File: src/rtl/mips_fetch_pkg.sv
// Shared types and constants for the MIPS instruction-fetch unit.
// Latency: n/a (declarations only).
// Backpressure: n/a (declarations only).
//
// Contents: fetch FSM state enum, reset/halt address defaults, the nop word,
// and a small alignment helper used when redirect alignment checking is built in.
package mips_fetch_pkg;

  // RUN    : sequential fetch, no redirect outstanding
  // DELAY  : delay-slot instruction is in fetch, redirect target is pending
  // HALTED : parked at the halt address until reset
  typedef enum logic [1:0] {
    ST_RUN    = 2'd0,
    ST_DELAY  = 2'd1,
    ST_HALTED = 2'd2
  } fetch_state_t;

  localparam logic [31:0] RESET_VECTOR_DEF = 32'hBFC0_0000;
  localparam logic [31:0] HALT_ADDR_DEF    = 32'h0000_0000;
  localparam logic [31:0] NOP_WORD         = 32'h0000_0000;
  localparam logic [31:0] PC_STEP          = 32'd4;

  // A word fetch address must have its two low bits clear.
  function automatic logic is_misaligned(input logic [31:0] addr);
    return (addr[1:0] != 2'b00);
  endfunction

endpackage

File: src/rtl/mips_fetch_unit_counter.sv
// fetch_counter: 32-bit enable counter with synchronous active-low clear.
// Latency: count reflects an enabled edge one cycle later (registered).
// Backpressure: none; holds its value whenever en is low.
//
// Ports:
//   clk     in   clock, all updates on the rising edge
//   clear_n in   synchronous clear, 0 = load zero (wins over en)
//   en      in   increment this edge
//   count   out  current count, wraps FFFFFFFF -> 0
module fetch_counter (
  input  logic        clk,
  input  logic        clear_n,
  input  logic        en,
  output logic [31:0] count
);

  always_ff @(posedge clk) begin
    if (!clear_n) begin
      count <= 32'd0;
    end else if (en) begin
      count <= count + 32'd1;
    end
  end

endmodule

File: src/rtl/mips_fetch_unit.sv
// Instruction-fetch initiator: PC register, delay-slot redirect, halt on jump to HALT_ADDR.
// Latency: instr_address/instr/pc_plus4 are combinational from pc; pc/active/fault registered.
// Backpressure: stall freezes pc, FSM, pending target and counter; redirect is not sampled while stalled.
//
// Build option: define FETCH_ALIGN_CHECK_EN to trap misaligned redirect targets
// (sets sticky fault and halts immediately, no delay slot). Without it the low
// two target bits are cleared and fault is tied low.
//
// Ports:
//   clk              in   single clock
//   reset            in   synchronous active-low reset (0 = reset)
//   stall            in   hold all state this cycle
//   redirect_valid   in   taken branch/jump resolved for the instruction at pc
//   redirect_target  in   byte address of the taken target
//   instr_address    out  = pc, to instruction memory
//   instr_readdata   in   word from instruction memory (combinational)
//   instr            out  instr_readdata while active, else nop
//   pc               out  current fetch PC
//   pc_plus4         out  pc + 4 (link value)
//   active           out  core running
//   instr_count      out  fetches retired since reset
//   fault            out  misaligned redirect seen (align-check builds only)
module mips_fetch_unit
  import mips_fetch_pkg::*;
#(
  parameter logic [31:0] RESET_VECTOR = RESET_VECTOR_DEF,
  parameter logic [31:0] HALT_ADDR    = HALT_ADDR_DEF
) (
  input  logic        clk,
  input  logic        reset,
  input  logic        stall,
  input  logic        redirect_valid,
  input  logic [31:0] redirect_target,
  output logic [31:0] instr_address,
  input  logic [31:0] instr_readdata,
  output logic [31:0] instr,
  output logic [31:0] pc,
  output logic [31:0] pc_plus4,
  output logic        active,
  output logic [31:0] instr_count,
  output logic        fault
);

  fetch_state_t state;
  logic [31:0]  pending_target;
  logic [31:0]  target_eff;
  logic         advance;

  // One fetch retires on every edge where the core runs and is not stalled.
  assign advance = active && !stall;

`ifdef FETCH_ALIGN_CHECK_EN
  assign target_eff = redirect_target;
  logic fault_q;
  assign fault = fault_q;
`else
  // Low bits are dropped so an odd target still lands on a word boundary.
  assign target_eff = redirect_target & ~32'h0000_0003;
  assign fault      = 1'b0;
`endif

  assign instr_address = pc;
  assign pc_plus4      = pc + PC_STEP;
  assign instr         = active ? instr_readdata : NOP_WORD;

  // Fetch FSM with registered pc / active / fault.
  always_ff @(posedge clk) begin
    if (!reset) begin
      pc             <= RESET_VECTOR;
      state          <= ST_RUN;
      pending_target <= 32'd0;
      active         <= 1'b0;
`ifdef FETCH_ALIGN_CHECK_EN
      fault_q        <= 1'b0;
`endif
    end else if (advance) begin
      case (state)
        ST_RUN: begin
          if (redirect_valid) begin
`ifdef FETCH_ALIGN_CHECK_EN
            if (is_misaligned(target_eff)) begin
              // Trap straight to the halt address; the delay slot is abandoned.
              fault_q <= 1'b1;
              state   <= ST_HALTED;
              pc      <= HALT_ADDR;
              active  <= 1'b0;
            end else begin
              pc             <= pc + PC_STEP;
              pending_target <= target_eff;
              state          <= ST_DELAY;
            end
`else
            pc             <= pc + PC_STEP;
            pending_target <= target_eff;
            state          <= ST_DELAY;
`endif
          end else begin
            pc <= pc + PC_STEP;
          end
        end
        ST_DELAY: begin
          // Delay slot retires now; a redirect presented here is ignored.
          pc <= pending_target;
          if (pending_target == HALT_ADDR) begin
            state  <= ST_HALTED;
            active <= 1'b0;
          end else begin
            state <= ST_RUN;
          end
        end
        default: begin
          pc     <= HALT_ADDR;
          state  <= ST_HALTED;
          active <= 1'b0;
        end
      endcase
    end else if (state != ST_HALTED) begin
      // First edge out of reset brings the core up; stalls keep it up.
      active <= 1'b1;
    end
  end

  fetch_counter u_counter (
    .clk     (clk),
    .clear_n (reset),
    .en      (advance),
    .count   (instr_count)
  );

endmodule

File: config.mk
export PLATFORM = sky130hd
export DESIGN_NAME = mips_fetch_unit
export DESIGN_NICKNAME = d
export VERILOG_FILES = /design/src/rtl/mips_fetch_pkg.sv /design/src/rtl/mips_fetch_unit_counter.sv /design/src/rtl/mips_fetch_unit.sv
export SDC_FILE = /design/constraint.sdc
export NUM_CORES = 1
export LEC_CHECK = 0
export ABC_AREA = 1
export CAP_MARGIN = 20
export CORE_UTILIZATION = 45
export CTS_CLUSTER_SIZE = 10
export DETAILED_ROUTE_END_ITERATION = 8
export HOLD_SLACK_MARGIN = 0.03
export PLACE_DENSITY = 0.83
export SYNTH_ARGS = -nofsm -noshare
export SYNTH_HDL_FRONTEND = slang
export SYNTH_SLANG_ARGS = --single-unit
File: constraint.sdc
create_clock -name clk -period 2.4 [get_ports clk]
set_clock_uncertainty 0.1 [all_clocks]
set_input_delay 0.36 -clock clk [delete_from_list [all_inputs] [get_ports clk]]
set_output_delay 0.36 -clock clk [all_outputs]
set_load 0.02 [all_outputs]
# After elaboration in Yosys (flattened, before gate mapping)
# Index checks and enable logic that the tools add are counted.
# op_classes
n_reduce_logical	8
addsub	2
mux	9
eq_ne	5
# op_table
cell	count
case mux 32 bit (2 select lines)	1
adder 32 x 1 -> 32 bit, second input constant	1
adder 32 x 3 -> 32 bit, second input constant	1
zero test 32 bit	1
2-to-1 mux 32 bit	1
!= test 2 bit, second input constant	3
AND reduction 3 bit	2
2-to-1 mux 2 bit	2
case mux 2 bit (2 select lines)	1
2-to-1 mux 1 bit	3
!= test 3 bit, second input constant	1
equality test 2 x 1 -> 1 bit, second input constant	1
zero test 2 bit	1
case mux 1 bit (2 select lines)	1
AND reduction 2 bit	1
nonzero test 2 bit	1
logical AND 1 bit	1
zero test 1 bit	1
# totals
in_bits	68
ff_bits	97

# Depth between registers and ports, before layout
# Gate-level depths: netlist of run 1.
# depth
depth_word	4
ltp_mapped	11

# Cells and area by module
# A second synthesis of run 1 with hierarchy kept.
# hier_totals
hier_cells	897
hier_area_um2	5759.3
# modules_own_cells
module	area_each_um2	seq_area_each_um2	n_inst	cells_per_inst
mips_fetch_unit	4008.8	1261.2	1	637
fetch_counter	1750.4	640.6	1	260

# Worst setup path after synthesis of run 1
# Ideal clock, no wire load.
# synth_path
path_kind	register to output
startpoint	register pc[3], in the netlist instr_address[3]
endpoint	output pc_plus4[26]
t_required_ns	1.940
stages_incl_launch_ff	10
arrival_ns	1.715
setup_slack_ns	0.225
path_cell_list	dfxtp_1 > ha_1 > nand2_1 > nor2_2 > nand2_2 > inv_2 > nand2_1 > nor2_2 > nand2_1 > xor2_1
# synth_via
elab_chain_cells	1
# synth_rtl
element	line_no	text
start, declared	mips_fetch_unit.sv:37	output logic [31:0] pc,
start signal, assigned	mips_fetch_unit.sv:93	pc <= pc + PC_STEP;
start signal, assigned	mips_fetch_unit.sv:98	pc <= pc + PC_STEP;
start signal, assigned	mips_fetch_unit.sv:103	pc <= pending_target;
adder 32 x 3 -> 32 bit	mips_fetch_unit.sv:63	assign pc_plus4 = pc + PC_STEP;
end, declared	mips_fetch_unit.sv:38	output logic [31:0] pc_plus4,
# No other way between the ends.

# Worst setup path after layout of run 1
# layout_path
startpoint	register pc[2], in the netlist instr_address[2]
endpoint	output pc_plus4[24]
# The elaborated chain is that of the path after synthesis.

==> flow_summary_export.csv, run 1 <==
group,metric,value,unit
status,outcome,"completed",
worst_setup_path,worstPathArrival,1.88,ns
worst_setup_path,crit_type,"flip-flop to output port",
routing,top_layer,"met4",
worst_hold_path,worstHoldPathType,"flip-flop to flip-flop",
worst_setup_path,regToRegSetupSlack,0.40,ns
logic_synthesis,synth-seq-cells,95,
cells_and_area,stdcell_count,1322,
global_route,grt_max_degree,50,
power_and_ir_drop,seq_power_share,41.8,%
clock_tree,clk_latency,0.34,ns
clock_tree,htree_levels,3,
routing,drtPass1Iterations,5,
worst_setup_path,r2r_start,"active",
cells_and_area,stdcell_area,8780,um^2
global_route,grt_antenna_before_repair,0,
global_route,grt_pass1_vias,5820,
timing,fin_crit_sh,97.4,%
global_route,grt_usage,27.0,%
logic_synthesis,seq_area_frac_synth,32.9,%
clock_tree,cts_tree,"done",
power_and_ir_drop,netSwitchingFraction,29.6,%
power_and_ir_drop,switchingPower,1200,uW
logic_synthesis,synth_cell_types,40,
floorplanning,ios,230,
placed_design,dp_slack,-0.0649,ns
routing,drt-met1-wl,7.96,mm
routing,wl_per_cell,13.9,um
power_and_ir_drop,p_clk_share,34.5,%
worst_setup_path,reg2reg_to,"u_counter.count[24]",
timing,setup_ws,0.0621,ns
floorplanning,core,12600,um^2
logic_synthesis,synth_area_leaders,"dfxtp_1 33%, nand2_1 14%, inv_1 7.9%, nor2_1 6.7%, o21ai_0 6.4%",
floorplanning,rows,41,
worst_hold_path,hold_start,"pending_target[23]",
worst_setup_path,cp_max_fo,3,
cells_and_area,num_antenna_cells,0,
clock_tree,ctsRootBufferMaster,"clkbuf_16",
clock_tree,cts_max_path_buffers,2,
power_and_ir_drop,static-leakage-power,0.00375,uW
clock_tree,cts_hold_buf,0,
run,drv_cap,0,
routing,met3_length,1.23,mm
cells_and_area,final_nets,1215,
cells_and_area,syn2layout_area_growth,51.9,%
routing,drtIter0Drc,359,
worst_hold_path,min_to,"pending_target[23]",
timing,rsz0062_at_grt,"true",
logic_synthesis,syn_inst,902,
worst_setup_path,crit_path_end_kind,"output port",
power_and_ir_drop,internal_power,2850,uW
power_and_ir_drop,peakVddDrop,289,uV
routing,num_vias,6513,
routing,routed_wirelength,18.3,mm
power_and_ir_drop,p_per_area,460,nW/um^2
floorplanning,die_area,13300,um^2
timing,worstMarginPinSlew,0.655,ns
global_route,gr-total-overflow,0,
placed_design,placed_area,8230,um^2
logic_synthesis,synth_top_area_cell,"dfxtp_1",
timing,timing.final.max_slew_violations,0,
floorplanning,die_y,115,um
power_and_ir_drop,share_comb_of_total_power,23.7,%
routing,vias_per_cell,4.93,
worst_hold_path,whs_path_depth,2,
worst_setup_path,worstRegToRegCells,10,
clock_tree,cts_inserted_buffers,9,
worst_setup_path,cp-start-kind,"flip-flop",
timing,worst_hold_slack,0.373,ns
worst_setup_path,crit_required,1.94,ns
timing,fmax,0.428,GHz
floorplanning,start_util,46.0,%
placed_design,io_buffers,220,
timing,fin_crit,2.34,ns
placed_design,gp_congestion,0.938,
routing,drc,0,
logic_synthesis,synth_top_cell_area_share,32.9,%
logic_synthesis,synth_area_per_cell,6.41,um^2
logic_synthesis,syn_area,5780,um^2
logic_synthesis,synth_warnings,0,
timing,relSlewSlack,56.3,%
routing,postRouteAntennaNets,0,
clock_tree,cts_sinks,95,
placed_design,numPlacedInstances,1287,
timing,setup_viol,0,
cells_and_area,layout-drive-gt1-share,16.4,%
routing,wl_met2,8.84,mm
clock_tree,cts.clk_slew.worst_paths,0.07,ns
placed_design,hpwl,13.7,mm
floorplanning,chipWidth,115,um
global_route,grt_pass1_wl,28.1,mm
timing,hold_viol_final,0,
[kinds of logic (layout without fill, tap and decap cells)]
group / Yosys count / after routing / share of synthesized area, %
buffers and inverters: 196 / 438 / 15.5
flip-flops: 95 / 95 / 32.9
AO/OA/AOI/OAI: 151 / 151 / 13.5
AND/OR/NAND/NOR: 435 / 435 / 34.0
adder cells (fa/ha/maj): 2 / 2 / 0.433
XOR/XNOR: 22 / 22 / 3.59
other: 1 / 7 / 0.0649
[per-stage QoR]
step	utilization [%]	total power (uW)	TNS, ns
2_1_floorplan	-	2220	0
3_3_place_gp	65.5	2640	-0.0808
3_5_place_dp	65.5	2650	-0.228
4_1_cts	68.5	4020	-0.000929
5_1_grt	69.8	4220	-0.0889
6_report	69.8	4040	0
[cell usage after synthesis, drive strengths merged]
cell type and number:
and3 1, nand3 38, dfxtp 95, nor2 120, nand2 230, o22ai 1, nor3b 1, ha 2
nand4 9, a31oi 11, nor3 25, buf 50, or3 1, o21a 1, xnor2 4, o221ai 1
or2 2, o21bai 2, o21ai 80, xor2 18, clkbuf 19, a21oi 55, conb 1, inv 127
and2 5, nand3b 3
[power groups by stage]
stage / clock [uW] / sequential [uW] / combinational, uW
after global placement: 0 / 1720 / 916
after floorplan: 0 / 1760 / 457
final: 1390 / 1690 / 956
after global routing: 1490 / 1700 / 1030
after detailed placement: 0 / 1720 / 928
after CTS: 1400 / 1690 / 928
[timing repair]
action,CTS,global route
setup endpoints to repair,28,26
pin swaps,9,15
hold endpoints to repair,0,0
resized for setup,85,58
buffers inserted,12,7
[critical path: stages (launching register included)]
cell     delay [ns]
dfxtp_4        0.37
ha_4           0.14
nand2_4        0.07
inv_4          0.06
nand2_2        0.06
nor2_4         0.12
buf_4          0.14
nand3_4        0.09
nor2_2         0.10
nand2_1        0.05
and2_1         0.16
buf_4          0.16
[final cells by class]
class / count / area (um^2)
clock inverters: 4 / 30.0
clock buffers: 12 / 256
inverters: 127 / 479
repair buffers: 295 / 2730
well taps: 172 / 215
flip-flops and latches: 95 / 1920
fillers: 1093 / 3790
multi-input cells: 617 / 3160
[state kept, by name, indices dropped and copies added, names as in the netlist]
register / count
u_counter.count: 32
pending_target: 30
active: 1
state: 2
instr_address: 30
[how the worst max path moves through the flow]
stage                startpoint      endpoint  slack [ns]
4_1_cts        instr_address[2]  pc_plus4[24]     -0.0009
5_1_grt        instr_address[7]  pc_plus4[21]       -0.03
3_5_place_dp   instr_address[2]  pc_plus4[26]       -0.06
2_1_floorplan  instr_address[3]  pc_plus4[26]        0.23
6_report       instr_address[2]  pc_plus4[24]        0.06
3_3_place_gp   instr_address[2]  pc_plus4[24]       -0.04
[per-layer routing]
metal	track usage, %	up-vias
met5	0	-
met4	7.79	0
met3	5.80	26
met2	46.3	238
met1	34.0	2973
li1	-	3276
[layout by cell type, fill, tap and decap left out, drive strengths merged, types with 25 or more instances in the layout]
cell	count
a21oi	55
buf	91
clkdlybuf4s50	191
dfxtp	95
inv	127
nand2	230
nand3	38
nor2	120
nor3	25
o21ai	80
No activity file was read; power rests on OpenSTA's default activity.
==> inputs of run 2 (changes only) <==
--- a/config.mk
+++ b/config.mk
@@ -5,13 +5,12 @@
 export SDC_FILE = /design/constraint.sdc
 export NUM_CORES = 1
 export LEC_CHECK = 0
-export ABC_AREA = 1
 export CAP_MARGIN = 20
 export CORE_UTILIZATION = 45
 export CTS_CLUSTER_SIZE = 10
 export DETAILED_ROUTE_END_ITERATION = 8
 export HOLD_SLACK_MARGIN = 0.03
-export PLACE_DENSITY = 0.83
+export PLACE_DENSITY = 0.85
 export SYNTH_ARGS = -nofsm -noshare
 export SYNTH_HDL_FRONTEND = slang
 export SYNTH_SLANG_ARGS = --single-unit
==> run 2 against run 1 <==
The run now ends with setup timing left. Sequential cell count unchanged. Sequential share of layout area increased by 0.52 points. Utilization grew 5.7 points. Die area is 9.1% lower. Critical endpoint is now pc_plus4[28]. Highest routed layer unchanged.
==> flow_summary_export.csv, run 2 <==
group,metric,value,unit
status,outcome,"finished with violations",
status,violations,"setup timing",
placed_design,hpwl,13.6,mm
logic_synthesis,syn_inst,672,
cells_and_area,layout_common_cells,"193 x clkdlybuf4s50_1, 107 x buf_4, 104 x nand2_1, 84 x dfxtp_1, 56 x nor2_1",
logic_synthesis,synth_top_area_cell,"dfxtp_1",
timing,fin_crit_sh,111,%
logic_synthesis,synth-seq-cells,95,
worst_setup_path,cp_max_fo,2,
logic_synthesis,synth_area_leaders,"dfxtp_1 36%, nand2_1 7.7%, buf_4 5.4%, xnor2_1 4.7%, xor2_1 4.7%",
routing,vias_per_cell,5.80,
placed_design,io_buffers,220,
global_route,grt_max_degree,81,
cells_and_area,regArea,1920,um^2
floorplanning,start_util,46.1,%
power_and_ir_drop,static-leakage-power,0.00342,uW
power_and_ir_drop,switchingPower,1010,uW
worst_setup_path,cp-start-kind,"flip-flop",
routing,drc,0,
routing,drtPass1Iterations,6,
routing,drtIter0Drc,618,
routing,routed_wirelength,20.0,mm
power_and_ir_drop,p_clk_share,37.9,%
worst_setup_path,cpLargestDelayFamily,"simple AND/OR/NAND/NOR gates",
clock_tree,cts.clk_slew.worst_paths,0.07,ns
timing,hold_viol_final,0,
worst_setup_path,critPathSlowestCell,"or4_4",
logic_synthesis,synth_cell_types,58,
worst_setup_path,cp.buffers_inverters,1,
placed_design,gp_congestion,0.909,
logic_synthesis,syn_area,5240,um^2
clock_tree,cts_hold_buf,0,
timing,worstMarginPinSlew,0.862,ns
logic_synthesis,post-synth-top-count-cell,"nand2_1",
logic_synthesis,synth_edf_count,0,
global_route,gr-total-overflow,0,
logic_synthesis,synth_warnings,0,
timing,timing.final.max_slew_violations,0,
timing,rsz0062_at_grt,"true",
clock_tree,htree_levels,3,
timing,worst_hold_slack,0.377,ns
power_and_ir_drop,p_per_area,437,nW/um^2
cells_and_area,regMostFlops,"u_counter.count",
routing,postRouteAntennaNets,0,
clock_tree,clk_latency,0.35,ns
timing,setup_viol,14,
global_route,grt_usage,31.7,%
power_and_ir_drop,peakVddDrop,454,uV
clock_tree,cts_max_path_buffers,2,
timing,fmax,0.375,GHz
global_route,grt_pass1_wl,29.5,mm
worst_setup_path,crit_path_end_kind,"output port",
cells_and_area,fillers,725,
timing,fin_crit,2.66,ns
clock_tree,cts_tree,"done",
floorplanning,die_area,12100,um^2
logic_synthesis,async_reset_ff_share,0,%
cells_and_area,stdcell_count,1084,
timing,relSlewSlack,42.3,%
cells_and_area,largest_reg_flops,32,
power_and_ir_drop,netSwitchingFraction,26.8,%
worst_setup_path,worstPathArrival,2.20,ns
floorplanning,ios,230,
cells_and_area,final_nets,1006,
power_and_ir_drop,internal_power,2750,uW
placed_design,numPlacedInstances,1037,
floorplanning,chipWidth,110,um
floorplanning,core,11400,um^2
global_route,grt_antenna_before_repair,0,
cells_and_area,num_antenna_cells,0,
power_and_ir_drop,seq_power_share,44.1,%
logic_synthesis,synth_area_per_cell,7.80,um^2
routing,wl_per_cell,18.5,um
logic_synthesis,ys_top_cells_by_count,"107 x nand2_1, 95 x dfxtp_1, 58 x nor2_1",
worst_setup_path,slowest_delay,0.52,ns
clock_tree,cts_inserted_buffers,9,
run,drv_cap,0,
cells_and_area,multi_input_comb_area,3120,um^2
logic_synthesis,synth_top_flop_cell,"dfxtp_1",
cells_and_area,fin_util,75.6,%
worst_setup_path,crit_type,"flip-flop to output port",
worst_setup_path,crit_chain,"ha_4 -> nand3_4 -> or4_4 -> nor4b_4 -> xor2_2 -> buf_6",
clock_tree,ctsRootBufferMaster,"clkbuf_16",
floorplanning,rows,39,
cells_and_area,syn2layout_area_growth,63.9,%
logic_synthesis,seq_area_frac_synth,36.3,%
cells_and_area,layout-drive-gt1-share,21.5,%
floorplanning,die_y,110,um
worst_hold_path,worstHoldPathType,"flip-flop to flip-flop",
timing,setup_ws,-0.264,ns
routing,num_vias,6291,
cells_and_area,final_common_cell,"clkdlybuf4s50_1",
power_and_ir_drop,share_comb_of_total_power,18.0,%
clock_tree,cts_sinks,95,
logic_synthesis,synth_top_cell_area_share,36.3,%
global_route,grt_pass1_vias,5909,
worst_setup_path,crit_required,1.94,ns
-- run 2: worst paths after layout --
| kind | slack, ns | cells past startpoint | to | from |
|---|---|---|---|---|
| setup / recovery | -0.26 | 6 | pc_plus4[28] | instr_address[3] |
| hold reg to reg | 0.38 | 2 | pending_target[8] | pending_target[8] |
| setup reg to reg | 0.03 | 11 | instr_address[23] | instr_address[3] |
| hold / removal | 0.38 | 2 | pending_target[8] | pending_target[8] |
-- run 2: cell type report --
class                           instances  share of cell area [%]
Clock buffer                           12                    3.12
Timing Repair Buffer                  329                    35.4
Tap cell                              143                    2.08
Multi-Input combinational cell        491                    36.3
Sequential cell                        95                    22.4
Clock inverter                          4                   0.306
Inverter                               10                   0.437
-- run 2: worst register-to-register path, stage by stage (launching register included) --
cell and delay (ns):
dfxtp_2 0.36, buf_4 0.11, buf_6 0.09, nand4_4 0.13, nor4_4 0.31, buf_6 0.18
nand4_1 0.13, xnor2_2 0.17, buf_4 0.15, buf_4 0.12, buf_4 0.12, a221o_1 0.30
-- run 2: power by group through the flow --
stage	combinational [uW]	clock [uW]	sequential (uW)
after floorplan	295	0	1700
after global placement	627	0	1680
after detailed placement	635	0	1680
after CTS	648	1420	1650
after global routing	711	1490	1660
final	674	1420	1660
-- run 2: logic make-up after synthesis --
group | share of synthesized area, %
flip-flops | 36.3
AND/OR/NAND/NOR | 31.3
adder cells (fa/ha/maj) | 0.477
XOR/XNOR | 9.67
AO/OA/AOI/OAI | 12.1
other | 0.0715
buffers and inverters | 9.50
multiplexers | 0.597
-- run 2: stage by stage --
step,area (um^2),setup TNS [ns],worst slack [ns],total power [uW]
after floorplan,5270,0,0.00498,2000
after global placement,7800,-2.16,-0.346,2310
after detailed placement,7800,-2.89,-0.357,2320
after CTS,8330,-0.769,-0.276,3720
after global routing,8590,-2.50,-0.328,3860
final,8590,-1.58,-0.264,3750
-- run 2: per-layer routing --
| layer | vias to the layer above | wire length, um | GRT usage (%) |
|---|---|---|---|
| met5 | - | 0 | 0 |
| met4 | 0 | 726 | 17.3 |
| met3 | 70 | 2070 | 6.99 |
| met2 | 448 | 9730 | 52.9 |
| met1 | 2975 | 7470 | 37.7 |
| li1 | 2798 | - | - |
-- run 2: repair_timing --
action | in CTS | in global routing
gates cloned | 0 | 0
resized for setup | 148 | 52
buffers inserted | 20 | 11
endpoints found under the hold margin | 0 | 0
pin swaps | 21 | 21
endpoints found under the setup margin | 26 | 51
==> inputs of run 3 (changes only) <==
==> constraint.sdc (replaced) <==
create_clock -name clk -period 3.3 [get_ports clk]
set_clock_uncertainty 0.1 [all_clocks]
set_input_delay 0.495 -clock clk [delete_from_list [all_inputs] [get_ports clk]]
set_output_delay 0.495 -clock clk [all_outputs]
set_load 0.02 [all_outputs]
==> run 3 against run 2 <==
Sequential power is 27% lower. Setup slack gained 0.39 ns. Largest power group unchanged. The run now ends clean. Routed wire length fell by 18%. Combinational power shrank 37%. Largest cell class unchanged. Critical path type unchanged. Highest routed layer unchanged. Sequential cell count stayed put.
==> flow_summary_export.csv, run 3 (synthesis results as in run 2) <==
group,metric,value,unit
status,outcome,"completed",
power_and_ir_drop,static-leakage-power,0.00286,uW
power_and_ir_drop,switchingPower,709,uW
routing,num_vias,5543,
worst_setup_path,cp_max_fo,7,
timing,fin_crit_sh,96.2,%
timing,rsz0062_at_grt,"false",
power_and_ir_drop,seq_power_share,46.0,%
timing,timing.final.max_slew_violations,0,
clock_tree,cts_tree,"done",
clock_tree,cts.clk_slew.worst_paths,0.07,ns
timing,hold_viol_final,0,
worst_setup_path,critPathSlowestCell,"clkdlybuf4s50_1",
power_and_ir_drop,p_clk_share,37.7,%
placed_design,gp_congestion,0.902,
timing,setup_tns,0,ns
cells_and_area,num_antenna_cells,0,
worst_hold_path,hold_start,"pending_target[28]",
worst_hold_path,worstHoldPathType,"flip-flop to flip-flop",
worst_setup_path,r2r_start,"state[0]",
power_and_ir_drop,netSwitchingFraction,27.0,%
timing,fin_crit,3.18,ns
global_route,grt_pass1_vias,5104,
cells_and_area,regMostFlops,"u_counter.count",
worst_setup_path,regToRegSetupSlack,0.64,ns
floorplanning,ios,230,
worst_hold_path,min_to,"pending_target[28]",
clock_tree,htree_levels,3,
worst_setup_path,crit_path_end_kind,"output port",
timing,fmax,0.315,GHz
worst_setup_path,cp-start-kind,"flip-flop",
cells_and_area,syn2layout_area_growth,47.4,%
routing,drtPass1Iterations,5,
power_and_ir_drop,share_comb_of_total_power,16.3,%
clock_tree,cts_sinks,95,
timing,worstMarginPinSlew,0.933,ns
worst_setup_path,worstRegToRegCells,6,
worst_setup_path,crit_chain,"buf_4 -> nand4_4 -> or3_4 -> nor2_1 -> xor2_1 -> clkdlybuf4s50_1",
global_route,gr-total-overflow,0,
cells_and_area,layout_common_cells,"214 x clkdlybuf4s50_1, 107 x nand2_1, 95 x dfxtp_1, 58 x nor2_1, 46 x a21oi_1",
power_and_ir_drop,peakVddDrop,234,uV
clock_tree,clk_latency,0.34,ns
clock_tree,cts_max_path_buffers,2,
clock_tree,cts_hold_buf,0,
worst_setup_path,reg2reg_to,"pending_target[23]",
global_route,grt_antenna_before_repair,0,
global_route,grt_pass1_wl,25.4,mm
placed_design,io_buffers,220,
floorplanning,chipWidth,110,um
routing,wl_per_cell,16.4,um
cells_and_area,final_common_cell,"clkdlybuf4s50_1",
routing,postRouteAntennaNets,0,
floorplanning,core,11400,um^2
cells_and_area,layout-drive-gt1-share,7.31,%
timing,relSlewSlack,37.6,%
cells_and_area,fin_util,68.0,%
floorplanning,die_y,110,um
global_route,grt_max_degree,81,
run,drv_cap,0,
cells_and_area,final_nets,927,
worst_setup_path,crit_required,2.70,ns
routing,drc,0,
clock_tree,cts_inserted_buffers,9,
floorplanning,die_area,12100,um^2
floorplanning,rows,39,
clock_tree,ctsRootBufferMaster,"clkbuf_16",
cells_and_area,largest_reg_flops,32,
placed_design,hpwl,12.0,mm
worst_hold_path,whs_path_depth,2,
routing,routed_wirelength,16.4,mm
worst_setup_path,slowest_delay,0.65,ns
floorplanning,start_util,46.1,%
power_and_ir_drop,internal_power,1920,uW
timing,setup_viol,0,
worst_setup_path,crit_type,"flip-flop to output port",
worst_setup_path,worstPathArrival,2.58,ns
worst_setup_path,cp.buffers_inverters,2,
routing,vias_per_cell,5.52,
routing,drtIter0Drc,424,
worst_setup_path,cpLargestDelayFamily,"buffers and inverters",
global_route,grt_usage,27.4,%
power_and_ir_drop,p_per_area,340,nW/um^2
## run 3: metrics by stage
stage | setup slack (ns) | hold slack (ns) | power (uW) | cells | cell area [um^2]
floorplan | 0.620 | 0.346 | 1450 | 678 | 5270
global placement | 0.209 | 0.361 | 1660 | 988 | 7400
detailed placement | 0.200 | 0.370 | 1660 | 988 | 7400
CTS | 0.00551 | 0.380 | 2640 | 1005 | 7700
global route | 0.00435 | 0.401 | 2720 | 1005 | 7730
finish | 0.125 | 0.380 | 2630 | 1005 | 7730
## run 3: worst min-delay path: stages (launching register included)
cell and delay (ns):
dfxtp_1 0.33, nand2_1 0.06, a21oi_1 0.05
## run 3: per-layer routing
layer	track usage, %	up-vias	wire, um
met5	0	-	0
met4	11.1	0	446
met3	6.64	33	1620
met2	44.6	318	7880
met1	34.5	2548	6500
li1	-	2644	-
## run 3: power groups by stage
stage | clock network [uW] | logic (uW) | registers [uW]
after global routing | 1050 | 458 | 1210
after CTS | 1000 | 429 | 1210
after global placement | 0 | 424 | 1230
after floorplan | 0 | 215 | 1240
after detailed placement | 0 | 427 | 1230
final | 992 | 427 | 1210
## run 3: area by class of cell
class,instances,area [um^2]
inverter,10,37.5
clock inverter,6,45.0
timing repair buffer,250,2430
clock buffer,10,239
fill,933,3640
multi-input combinational,491,2890
sequential,95,1900
tap,143,179
## run 3: worst max path at each step
stage	start	end	depth (start not counted)
after floorplan	instr_address[2]	pc_plus4[28]	5
after global placement	instr_address[2]	pc_plus4[28]	6
after detailed placement	instr_address[2]	pc_plus4[28]	6
after CTS	instr_address[2]	pc_plus4[20]	7
after global routing	instr_address[2]	pc_plus4[28]	6
final	instr_address[4]	pc_plus4[15]	6
## run 3: timing repair
item	CTS	global route
endpoints found under the setup margin	8	11
pin swaps	1	0
gates resized for setup	3	7
gates cloned	0	0
setup buffers	1	0
==> variant (flow settings as in run 1) <==
Build with the macro `FETCH_ALIGN_CHECK_EN` defined.
--- a/src/rtl/mips_fetch_unit.sv
+++ b/src/rtl/mips_fetch_unit.sv
@@ -22,2 +22,4 @@
 //   fault            out  misaligned redirect seen (align-check builds only)
+`define FETCH_ALIGN_CHECK_EN
+
 module mips_fetch_unit
Behaviour: not the same (Yosys sat finds a counterexample within 4 cycles, from zero or initial values and one cycle with reset low).
==> variant against run 1 <==
  * Critical path depth fell by 5
  * Design area rose by 2.8%
  * Synthesized area rose by 6.0%
  * Sequential cell count rose by 5
  * Routed wire length rose by 7.1%
  * Power rose by 6.2%
  * Count of clock-buffer cells in the layout fell by 3
  * Largest cell class unchanged
  * Critical endpoint is now pc_plus4[7]
  * Worst setup slack improved by 0.0098 ns
==> variant: results (changes against run 1) <==
[detailed_routing]
wl_met2_um=9340  ; +5.6%
via_per_instance_ratio=4.98  ; +1.2%
detailedRoute.firstIterationViolations=423  ; +18%
wl_met3_um=1320  ; +7.6%
route.final.wire_length_um=19600  ; +7.1%
num_vias=6907  ; +6.0%
wl_met1_um=8500  ; +6.8%

[placed_design]
detailedPlace.worstSlack_ns=0.0175  ; +0.0824 ns
hpwlAfterDp_um=15200  ; +11%

[synth]
netlist_top_cells_area=dfxtp_1, nand2_1, nor2_1
post_synth_fa_ha_maj_area_fraction_pct=0.409  ; -0.024 points
synth-compound-area-share_pct=11.9  ; -1.6 points
synth-seq-area-share_pct=32.7  ; -0.21 points
netlist_instances=980  ; +8.6%
netlist_area_um2=6120  ; +6.0%
post_synth_num_cell_types=36  ; -10%

[status]
status=completed

[hold_path]
holdPathEnd=u_counter.count[24]$_SDFFE_PN0P_
hp-class=input port to register
min-delay-start=reset

[worst_setup_path]
startpoint=instr_address[3]$_SDFFE_PN0P_
crit_reg_reg_endpoint=pending_target[2]$_SDFFE_PN0P_
worst_path_dominant_cell_family=buffers and inverters
endpoint_of_the_most_critical_setup_path=pc_plus4[7]

[global_routing]
grt_pass1_vias=6196  ; +6.5%
grt_util_met2_pct=47.2  ; +0.88 points
grtUsageMet1_pct=34.6  ; +0.56 points
grt_first_pass_wirelength_um=31100  ; +11%
global_route.usage.total_pct=27.5  ; +0.52 points

[power_and_ir_drop]
vdd_ir_drop_max_mv=0.442  ; +53%

[timing]
min_period_over_period_pct=97.0  ; -0.41 points

variant: cell count changes in the layout (fill, tap and decap cells not counted), sizes merged, moves of 10 or more:
cell           before  now
nand2             230  284
buf                91   54
nor2              120  142
o21ai              80   63
nor3               25   11
nand3              38   51
clkdlybuf4s50     191  202
and2                5   15
variant: final cells by class:
cell class	count	area [um2]	share of cell area, %
clock buffer	9	225	2.50
clock inverter	7	91.3	1.01
inverter	129	488	5.41
multi-input combinational	684	3330	36.9
sequential	100	2010	22.3
tap	176	220	2.44
timing repair buffer	281	2650	29.4
variant: where the power goes:
group,switching (mW),total [mW],internal (mW)
sequential,0.0514,1.76,1.71
combinational,0.527,0.985,0.458
clock,0.637,1.55,0.910
total,1.21,4.29,3.08
variant: worst min-delay path, stage by stage:
cell     delay [ns]
buf_2          0.20
nand2_1        0.10
nor2_1         0.03
variant: what timing repair did:
item / in CTS / in global routing
pin swaps: 3 / 4
buffers inserted: 4 / 1
gates resized for setup: 55 / 46
cloned: 0 / 0
setup endpoints to repair: 26 / 24
